==> src/rtl/prng_pkg.sv <==
// prng_pkg: shared definitions for the LCG pseudo-random generator.
//   DEF_WIDTH / DEF_CNT_W : default operand width and iteration-counter width
//   state_e               : top-level sequencer states
//   operands_ok()         : legality check applied to operands on start
package prng_pkg;

  localparam int DEF_WIDTH = 32;
  localparam int DEF_CNT_W = 16;

  typedef enum logic [1:0] {
    ST_IDLE = 2'd0,
    ST_MUL  = 2'd1,
    ST_ADD  = 2'd2,
    ST_HOLD = 2'd3
  } state_e;

  // Operands are zero-extended to 64 bits so one function serves every WIDTH.
  // A legal set needs m >= 2 and every other operand already reduced mod m,
  // which is what keeps all intermediate sums within WIDTH+1 bits.
  function automatic logic operands_ok(input logic [63:0] m,
                                       input logic [63:0] a,
                                       input logic [63:0] c,
                                       input logic [63:0] seed);
    return (m >= 64'd2) && (a < m) && (c < m) && (seed < m);
  endfunction

endpackage

==> src/rtl/prng_lcg_if.sv <==
// prng_lcg_if: operand / control / result bundle of the LCG generator.
//   m, a, c, seed : modulus, multiplier, increment, initial state (to DUT)
//   start, cont   : load-and-run / next-value requests (to DUT)
//   done, busy    : result-valid level / computation in progress (from DUT)
//   err           : operands rejected at last start (from DUT)
//   rand_val      : current generator output (from DUT)
//   count         : values produced since last accepted start (from DUT)
// master = requester side, slave = generator side.
interface prng_lcg_if #(
  parameter int WIDTH = prng_pkg::DEF_WIDTH,
  parameter int CNT_W = prng_pkg::DEF_CNT_W
) ();

  logic [WIDTH-1:0] m;
  logic [WIDTH-1:0] a;
  logic [WIDTH-1:0] c;
  logic [WIDTH-1:0] seed;
  logic             start;
  logic             cont;
  logic             done;
  logic             busy;
  logic             err;
  logic [WIDTH-1:0] rand_val;
  logic [CNT_W-1:0] count;

  modport master (
    output m, a, c, seed, start, cont,
    input  done, busy, err, rand_val, count
  );

  modport slave (
    input  m, a, c, seed, start, cont,
    output done, busy, err, rand_val, count
  );

endinterface

==> src/rtl/prng_modmul.sv <==
// prng_modmul: bit-serial interleaved modular multiplier, r = (a * x) mod m.
//   clk, rst : clock, async active-high reset
//   start    : load m, a, x and begin; one bit of a is consumed per cycle
//   m, a, x  : operands, sampled only on start (a < m, x < m expected)
//   last     : high during the cycle that processes bit 0 of a
//   r        : running / final residue; final once the cycle after last
// Takes exactly WIDTH cycles from the start edge to the final residue.
module prng_modmul
  import prng_pkg::*;
#(
  parameter int WIDTH = DEF_WIDTH
) (
  input  logic             clk,
  input  logic             rst,
  input  logic             start,
  input  logic [WIDTH-1:0] m,
  input  logic [WIDTH-1:0] a,
  input  logic [WIDTH-1:0] x,
  output logic             last,
  output logic [WIDTH-1:0] r
);

  localparam int               IDX_W   = $clog2(WIDTH);
  localparam logic [IDX_W-1:0] IDX_TOP = IDX_W'(WIDTH - 1);

  logic             busy_q, busy_d;
  logic [IDX_W-1:0] idx_q, idx_d;
  logic [WIDTH-1:0] m_q, m_d;
  logic [WIDTH-1:0] a_q, a_d;
  logic [WIDTH-1:0] x_q, x_d;
  logic [WIDTH-1:0] r_q, r_d;

  logic [WIDTH:0]   dbl;
  logic [WIDTH:0]   dbl_red;
  logic [WIDTH:0]   acc;
  logic [WIDTH:0]   acc_red;
  logic [WIDTH-1:0] r_step;

  // One Horner step. r < m and x < m, so 2r and (2r mod m) + x both stay
  // below 2m and a single conditional subtract reduces each of them.
  always_comb begin
    dbl     = {r_q, 1'b0};
    dbl_red = (dbl >= {1'b0, m_q}) ? dbl - {1'b0, m_q} : dbl;
    acc     = dbl_red + {1'b0, x_q};
    acc_red = (acc >= {1'b0, m_q}) ? acc - {1'b0, m_q} : acc;
    r_step  = a_q[WIDTH-1] ? WIDTH'(acc_red) : WIDTH'(dbl_red);
  end

  // a_q is shifted left each cycle so its MSB is always the current bit;
  // idx_q is a down-counter whose terminal count marks the last bit.
  always_comb begin
    busy_d = busy_q;
    idx_d  = idx_q;
    m_d    = m_q;
    a_d    = a_q;
    x_d    = x_q;
    r_d    = r_q;
    if (start) begin
      busy_d = 1'b1;
      idx_d  = IDX_TOP;
      m_d    = m;
      a_d    = a;
      x_d    = x;
      r_d    = '0;
    end else if (busy_q) begin
      r_d   = r_step;
      a_d   = a_q << 1;
      idx_d = idx_q - IDX_W'(1);
      if (idx_q == '0) begin
        busy_d = 1'b0;
      end
    end
  end

  always_ff @(posedge clk or posedge rst) begin
    if (rst) begin
      busy_q <= 1'b0;
      idx_q  <= '0;
      m_q    <= '0;
      a_q    <= '0;
      x_q    <= '0;
      r_q    <= '0;
    end else begin
      busy_q <= busy_d;
      idx_q  <= idx_d;
      m_q    <= m_d;
      a_q    <= a_d;
      x_q    <= x_d;
      r_q    <= r_d;
    end
  end

  assign last = busy_q && (idx_q == '0);
  assign r    = r_q;

endmodule

==> src/rtl/prng_lcg.sv <==
// prng_lcg: linear congruential generator x(n+1) = (a*x(n) + c) mod m.
//   clk, rst : clock, async active-high reset
//   bus      : prng_lcg_if slave port (operands, start/cont, results)
// The multiply runs in prng_modmul (WIDTH cycles), followed by one ADD
// cycle, so done rises WIDTH+1 edges after the accepting edge.
//
// state | meaning
// IDLE  | no valid result; waiting for start (cont ignored)
// MUL   | modmul consuming bits of a, MSB first
// ADD   | add c mod m, publish rand, bump count
// HOLD  | result valid (done=1); start reloads, cont computes next value
module prng_lcg
  import prng_pkg::*;
#(
  parameter int WIDTH = DEF_WIDTH,
  parameter int CNT_W = DEF_CNT_W
) (
  input logic       clk,
  input logic       rst,
  prng_lcg_if.slave bus
);

  state_e           state_q, state_d;
  logic [WIDTH-1:0] m_q, m_d;
  logic [WIDTH-1:0] a_q, a_d;
  logic [WIDTH-1:0] c_q, c_d;
  logic [WIDTH-1:0] rand_q, rand_d;
  logic [CNT_W-1:0] count_q, count_d;
  logic             err_q, err_d;

  logic             mul_start;
  logic [WIDTH-1:0] mul_m;
  logic [WIDTH-1:0] mul_a;
  logic [WIDTH-1:0] mul_x;
  logic             mul_last;
  logic [WIDTH-1:0] mul_r;

  logic [WIDTH:0]   add_sum;
  logic [WIDTH-1:0] add_res;
  logic             ops_legal;

  prng_modmul #(
    .WIDTH (WIDTH)
  ) u_modmul (
    .clk   (clk),
    .rst   (rst),
    .start (mul_start),
    .m     (mul_m),
    .a     (mul_a),
    .x     (mul_x),
    .last  (mul_last),
    .r     (mul_r)
  );

  assign ops_legal = operands_ok(64'(bus.m), 64'(bus.a), 64'(bus.c), 64'(bus.seed));

  // mul_r < m and c < m, so one conditional subtract completes the mod.
  always_comb begin
    add_sum = {1'b0, mul_r} + {1'b0, c_q};
    add_res = (add_sum >= {1'b0, m_q}) ? WIDTH'(add_sum - {1'b0, m_q}) : WIDTH'(add_sum);
  end

  always_comb begin
    state_d   = state_q;
    m_d       = m_q;
    a_d       = a_q;
    c_d       = c_q;
    rand_d    = rand_q;
    count_d   = count_q;
    err_d     = err_q;
    mul_start = 1'b0;
    // cont reuses the registered operands with the current output as x
    mul_m     = m_q;
    mul_a     = a_q;
    mul_x     = rand_q;

    case (state_q)
      ST_IDLE, ST_HOLD: begin
        if (bus.start) begin
          if (ops_legal) begin
            m_d       = bus.m;
            a_d       = bus.a;
            c_d       = bus.c;
            count_d   = '0;
            err_d     = 1'b0;
            state_d   = ST_MUL;
            mul_start = 1'b1;
            mul_m     = bus.m;
            mul_a     = bus.a;
            mul_x     = bus.seed;
          end else begin
            // rand and count deliberately keep their previous values
            err_d   = 1'b1;
            state_d = ST_IDLE;
          end
        end else if ((state_q == ST_HOLD) && bus.cont) begin
          state_d   = ST_MUL;
          mul_start = 1'b1;
        end
      end

      ST_MUL: begin
        if (mul_last) begin
          state_d = ST_ADD;
        end
      end

      ST_ADD: begin
        rand_d  = add_res;
        count_d = count_q + CNT_W'(1);
        state_d = ST_HOLD;
      end

      default: state_d = ST_IDLE;
    endcase
  end

  always_ff @(posedge clk or posedge rst) begin
    if (rst) begin
      state_q <= ST_IDLE;
      m_q     <= '0;
      a_q     <= '0;
      c_q     <= '0;
      rand_q  <= '0;
      count_q <= '0;
      err_q   <= 1'b0;
    end else begin
      state_q <= state_d;
      m_q     <= m_d;
      a_q     <= a_d;
      c_q     <= c_d;
      rand_q  <= rand_d;
      count_q <= count_d;
      err_q   <= err_d;
    end
  end

  assign bus.done     = (state_q == ST_HOLD);
  assign bus.busy     = (state_q == ST_MUL) || (state_q == ST_ADD);
  assign bus.err      = err_q;
  assign bus.rand_val = rand_q;
  assign bus.count    = count_q;

endmodule

==> src/flat_wrapper.sv <==
// flat-port wrapper written by rule: the top's interface ports become plain ports
module prng_lcg_flat import prng_pkg::*;
#(
  parameter int WIDTH = DEF_WIDTH,
  parameter int CNT_W = DEF_CNT_W
)
  (clk, rst, bus_m, bus_a, bus_c, bus_seed, bus_start, bus_cont, bus_done, bus_busy, bus_err, bus_rand_val, bus_count);
  prng_lcg_if #(.WIDTH(WIDTH), .CNT_W(CNT_W)) bus_i ();
  input logic clk;
  input logic rst;
  input wire logic [$bits(bus_i.m)-1:0] bus_m;
  input wire logic [$bits(bus_i.a)-1:0] bus_a;
  input wire logic [$bits(bus_i.c)-1:0] bus_c;
  input wire logic [$bits(bus_i.seed)-1:0] bus_seed;
  input wire logic [$bits(bus_i.start)-1:0] bus_start;
  input wire logic [$bits(bus_i.cont)-1:0] bus_cont;
  output wire logic [$bits(bus_i.done)-1:0] bus_done;
  output wire logic [$bits(bus_i.busy)-1:0] bus_busy;
  output wire logic [$bits(bus_i.err)-1:0] bus_err;
  output wire logic [$bits(bus_i.rand_val)-1:0] bus_rand_val;
  output wire logic [$bits(bus_i.count)-1:0] bus_count;
  assign bus_i.m = bus_m;
  assign bus_i.a = bus_a;
  assign bus_i.c = bus_c;
  assign bus_i.seed = bus_seed;
  assign bus_i.start = bus_start;
  assign bus_i.cont = bus_cont;
  assign bus_done = bus_i.done;
  assign bus_busy = bus_i.busy;
  assign bus_err = bus_i.err;
  assign bus_rand_val = bus_i.rand_val;
  assign bus_count = bus_i.count;
  prng_lcg #(.WIDTH(WIDTH), .CNT_W(CNT_W)) u_core (.clk(clk), .rst(rst), .bus(bus_i));
endmodule
==> config.mk <==
export PLATFORM = sky130hd
export DESIGN_NAME = prng_lcg_flat
export DESIGN_NICKNAME = d
export VERILOG_FILES = /design/src/rtl/prng_pkg.sv /design/src/rtl/prng_lcg_if.sv /design/src/rtl/prng_modmul.sv /design/src/rtl/prng_lcg.sv /design/src/flat_wrapper.sv
export SDC_FILE = /design/constraint.sdc
export NUM_CORES = 1
export LEC_CHECK = 0
export ABC_AREA = 1
export ABC_CLOCK_PERIOD_IN_PS = 10650
export CORE_MARGIN = 4
export CORE_UTILIZATION = 30
export CTS_CLUSTER_DIAMETER = 80
export DETAILED_ROUTE_END_ITERATION = 8
export RECOVER_POWER = 25
export SLEW_MARGIN = 20
export SYNTH_ARGS = -nofsm -noshare
export SYNTH_HDL_FRONTEND = slang
export SYNTH_SLANG_ARGS = --single-unit
==> constraint.sdc <==
create_clock -name clk -period 10.65 [get_ports clk]
set_input_delay 1.065 -clock clk [delete_from_list [all_inputs] [get_ports clk]]
set_output_delay 1.065 -clock clk [all_outputs]
set_load 0.02 [all_outputs]
==> flow_summary.json, run 1 <==
{
  "vias_per_cell": 5.22,
  "cpMostUsedCell": "nand2_1",
  "grt_pass1_wl_microns": 173000,
  "cts_tree": "yes",
  "clk_pin_slew_ps": 60,
  "rsz0062_at_grt": "false",
  "relSlewSlack_pct": -288,
  "crit_fanout": 50,
  "finalSetupViolations": 0,
  "ant_nets": 0,
  "hp-start": "u_core.a_q[5]",
  "area_growth_pct": 16.0,
  "maxSlewViolCount": 172,
  "synth_mux_area_share_pct": 0,
  "required_ps": 11120,
  "r2r-end": "u_core.u_modmul.r[15]",
  "finalHoldViolations": 0,
  "clkSinkCount": 281,
  "crit_slowest_cell": "nand4_4",
  "whs_endpoint": "u_core.a_q[5]",
  "io_pins": 183,
  "antenna_found_initial": 4,
  "cap_violations": 2,
  "synth_compound_area_share_pct": 13.0,
  "ys_types": 59,
  "r2r_slack_ps": 1900,
  "grt_overflow": 0,
  "dieArea_sq_mm": 0.0901,
  "ys_warn_count": 0,
  "fmax_mhz": 114,
  "finalSetupTns_ps": 0,
  "grt_max_degree": 123,
  "synth_ff_type": "dfrtp_1",
  "cts_setup_buffers": 0,
  "final_common_cell": "nand2_1",
  "grt.total_usage_pct": 25.8,
  "cts_resized": 0,
  "detail_route.first_pass.iterations": 6,
  "gp_congestion": 1.02,
  "cts_max_level": 2,
  "drc": 0,
  "via_count": 27000,
  "critical_path_class": "register to register",
  "syn_nets": 4271,
  "final_util_pct": 35.3,
  "root_buffer": "clkbuf_16",
  "worst_path_largest_cell_delay_ps": 640,
  "end_kind": "register",
  "drive_above_1_share_pct": 3.67,
  "clock_skew_ps": 30.8,
  "hold_depth": 2,
  "min_period_over_period_pct": 82.1,
  "synthXorXnorAreaFrac_pct": 3.93,
  "layout_common_cells": "nand2_1 (1277), inv_1 (483), nand3_1 (284)",
  "post-dp-hpwl_microns": 96400,
  "worst_pin_slew_ps": 5790,
  "async_reset_ff_share_pct": 100,
  "r2r_start": "u_core.u_modmul.r[13]",
  "fin_crit_ps": 8750,
  "synthCells": 3875,
  "synth-edff-count": 0,
  "die_w_microns": 300,
  "clock_path_buffers": 3,
  "synth_seq_cells": 281,
  "finalWirelength_microns": 119000,
  "ys_seq_area_share_pct": 27.4,
  "clock_latency_ps": 610,
  "rows": 106,
  "synth_fa_ha_area_share_pct": 13.0,
  "fp.dieH_microns": 300,
  "status": "finished, violations left",
  "final_nets": 4403,
  "cp-start-kind": "register",
  "arrival_ps": 9220,
  "violations": "max-capacitance violations, max-slew violations",
  "start_util_pct": 30.4,
  "synth_top_family_by_area": "simple AND/OR/NAND/NOR gates",
  "r2r_cells": 35,
  "drt-initial-drc-count": 2642,
  "io_buffers": 182,
  "hold_buffers": 0,
  "holdWs_ps": 465,
  "avgRoutedWirePerCell_microns": 23.1,
  "cts_made_buffers": 40,
  "syn_area_sq_mm": 0.0256,
  "first_global_vias": 25700,
  "design.core.area_sq_mm": 0.0842,
  "min_path_type": "register to register",
  "avgSynthCellArea_sq_um": 6.61,
  "yosys.area_share.simple_pct": 33.0
}
## area by class of cell
type | instances | area [sq um]
clock buffer | 51 | 1070
tap | 1134 | 1420
multi-input combinational | 2995 | 16200
timing repair buffer | 198 | 1940
inverter | 491 | 1850
antenna | 4 | 10.0
clock inverter | 19 | 251
fill | 9174 | 54500
sequential | 281 | 7030
## per-stage QoR
| step | cells | cell area [sq um] | worst slack (ps) |
|---|---|---|---|
| 2_1_floorplan | 3875 | 25600 | 1830 |
| 3_3_place_gp | 5099 | 28400 | 2290 |
| 3_5_place_dp | 5099 | 28400 | 2290 |
| 4_1_cts | 5169 | 29700 | 2260 |
| 5_1_grt | 5170 | 29700 | 1700 |
| 6_report | 5173 | 29700 | 1900 |
## metal layers
metal / wire length (microns) / GRT usage [%] / part of all wire [%]
met1: 51400 / 34.6 / 43
met2: 52000 / 40.5 / 44
met3: 8740 / 3.69 / 7.3
met4: 7130 / 12.7 / 6.0
met5: 13 / 0 / 0.011
## Yosys cell counts, drive strengths merged, types with 38 or more instances
cell type | count | share of area [%]
a21oi | 232 | 4.6
xor2 | 75 | 2.6
o211ai | 38 | 1.1
ha | 259 | 13
nor2 | 286 | 4.3
xnor2 | 40 | 1.4
nand2 | 1289 | 19
buf | 87 | 2.1
nand3 | 288 | 5.7
inv | 490 | 7.2
dfrtp | 281 | 27
o21ai | 214 | 4.2
nand4 | 76 | 1.9
## state kept, by name, indices dropped and copies added, names as in the netlist
signal,flops
u_core.u_modmul.a_q,32
u_core.m_q,32
u_core.u_modmul.r,32
u_core.u_modmul.m_q,32
u_core.c_q,32
u_core.bus.err,1
u_core.bus.rand_val,32
u_core.state_q,2
u_core.u_modmul.busy_q,1
u_core.bus.count,16
u_core.a_q,32
u_core.u_modmul.x_q,32
u_core.u_modmul.idx_q,5
## cells by family (layout without fill, tap and decap cells)
family          Yosys count  in the layout
fa+ha+maj               264            264
xor+xnor                115            115
compound gates          587            587
simple gates           2029           2029
other cells               0              4
buf+inv                 599            759
flops                   281            281
## how the worst max path moves through the flow
stage	from	to	slack, ps
detailed placement	u_core.u_modmul.r[13]	u_core.u_modmul.r[15]	2290
finish	u_core.u_modmul.r[13]	u_core.u_modmul.r[15]	1900
CTS	u_core.u_modmul.r[13]	u_core.u_modmul.r[15]	2260
floorplan	rst	u_core.a_q[0]	1830
global placement	u_core.u_modmul.r[13]	u_core.u_modmul.r[15]	2290
global route	u_core.u_modmul.r[13]	u_core.u_modmul.r[15]	1700
## critical path, delay by kind of cell, from the launching register on
family	cells	cell delay (ps)
compound gates	5	1180
buf+inv	4	1140
fa+ha+maj	3	1430
xor+xnor	1	410
simple gates	22	3890
flops	1	530
Power of run 1 is not shown: default switching activity piles up to over one toggle a cycle in this logic, so the estimate is an artifact.
==> inputs of run 2 (changes only) <==
ABC_CLOCK_PERIOD_IN_PS = 7100   (was 10650)
clock period = 7.1 ns   (was 10.65 ns; I/O delays follow)
==> flow_summary.json, run 2 (synthesis results as in run 1) <==
{
  "grt_max_degree": 144,
  "drc": 0,
  "critical_path_class": "register to register",
  "finalHoldViolations": 0,
  "grt.total_usage_pct": 25.1,
  "hold_depth": 2,
  "avgRoutedWirePerCell_microns": 22.5,
  "multi_input_area_sq_mm": 0.0162,
  "rows": 106,
  "layout_common_cells": "nand2_1 (1277), inv_1 (483), nand3_1 (284)",
  "worst_path_largest_cell_delay_ps": 490,
  "cts_tree": "yes",
  "cpMostUsedCell": "nand2_1",
  "clock_latency_ps": 580,
  "root_buffer": "clkbuf_16",
  "required_ps": 7560,
  "relSlewSlack_pct": -167,
  "violations": "max-capacitance violations, max-slew violations",
  "start_util_pct": 30.4,
  "arrival_ps": 7010,
  "die_w_microns": 300,
  "ff_latch_area_sq_mm": 0.00703,
  "final_nets": 4441,
  "end_kind": "register",
  "finalSetupViolations": 0,
  "dieArea_sq_mm": 0.0901,
  "fillers": 9176,
  "final_common_cell": "nand2_1",
  "clkSinkCount": 281,
  "vias_per_cell": 5.19,
  "status": "finished, violations left",
  "detail_route.first_pass.iterations": 6,
  "maxSlewViolCount": 284,
  "gp_congestion": 1.04,
  "clock_skew_ps": 24.0,
  "cp-start-kind": "register",
  "area_growth_pct": 17.3,
  "r2r_cells": 36,
  "cts_max_level": 2,
  "fin_crit_ps": 6550,
  "ant_nets": 0,
  "cts_made_buffers": 36,
  "io_pins": 183,
  "io_buffers": 182,
  "fmax_mhz": 153,
  "clock_path_buffers": 3,
  "finalSetupTns_ps": 0,
  "rsz0062_at_grt": "false",
  "fp.dieH_microns": 300,
  "cap_violations": 2,
  "min_path_type": "register to register",
  "via_count": 27000,
  "min_period_over_period_pct": 92.3,
  "clk_pin_slew_ps": 60,
  "grt_overflow": 0,
  "finalWirelength_microns": 117000,
  "grt_pass1_wl_microns": 169000,
  "first_global_vias": 25800,
  "design.core.area_sq_mm": 0.0842,
  "antenna_found_initial": 6,
  "worst_pin_slew_ps": 4010,
  "hold_buffers": 0,
  "cts_resized": 0,
  "drt-initial-drc-count": 2679,
  "cts_setup_buffers": 0,
  "crit_slowest_cell": "fa_1",
  "crit_fanout": 16,
  "post-dp-hpwl_microns": 95200,
  "drive_above_1_share_pct": 4.81
}
-- run 2: cell types whose count changed in the layout (fill, tap and decap cells not counted), moves of 2 or more --
cell | before | now
buf_4 | 15 | 51
buf_12 | 0 | 5
clkbuf_8 | 3 | 5
clkinv_2 | 5 | 7
inv_6 | 0 | 3
clkinv_4 | 5 | 2
clkbuf_1 | 9 | 1
bufinv_16 | 3 | 5
clkbuf_16 | 40 | 36
-- run 2: through the flow --
step | setup slack, ps | area [sq um] | cells | hold WS (ps) | util [%]
after floorplan | 2080 | 25600 | 3875 | 438 | -
after global placement | 587 | 28800 | 5141 | 450 | 34.2
after detailed placement | 581 | 28800 | 5141 | 457 | 34.2
after CTS | 536 | 30100 | 5205 | 472 | 35.7
after global routing | 36.0 | 30100 | 5206 | 488 | 35.7
final | 547 | 30100 | 5208 | 471 | 35.7
-- run 2: per-layer routing --
layer	wire length [microns]	part of all wire, %	global-route usage, %
met3	9160	7.8	4.82
met5	10	0.0085	0
met2	50600	43	38.9
met1	49400	42	32.8
met4	7890	6.7	14.2
-- run 2: cell type report --
cell class / instances / share of cell area, %
multi-input cells: 2995 / 53.8
flip-flops and latches: 281 / 23.4
repair buffers: 240 / 7.71
inverters: 491 / 6.15
well taps: 1134 / 4.72
clock buffers: 42 / 3.24
clock inverters: 22 / 0.957
diodes: 3 / 0.0250
-- run 2: final timing paths --
path | start | slack (ps) | endpoint
max | u_core.u_modmul.r[16] | 550 | u_core.u_modmul.r[5]
min | u_core.a_q[3] | 470 | u_core.a_q[3]
max reg2reg | u_core.u_modmul.r[16] | 550 | u_core.u_modmul.r[5]
min reg2reg | u_core.a_q[3] | 470 | u_core.a_q[3]
max in group asynchronous | rst | 1080 | u_core.u_modmul.busy_q
min in group asynchronous | rst | 2090 | u_core.bus.rand_val[26]
-- run 2: critical path, delay by kind of cell, from the launching register on --
kind	cells	cell delay, ps
AO/OA/AOI/OAI	5	1020
XOR/XNOR	1	340
adder cells (fa/ha/maj)	3	1290
buffers and inverters	4	760
flip-flops	1	450
AND/OR/NAND/NOR	23	2550
Power of run 2 is left out for the same reason.
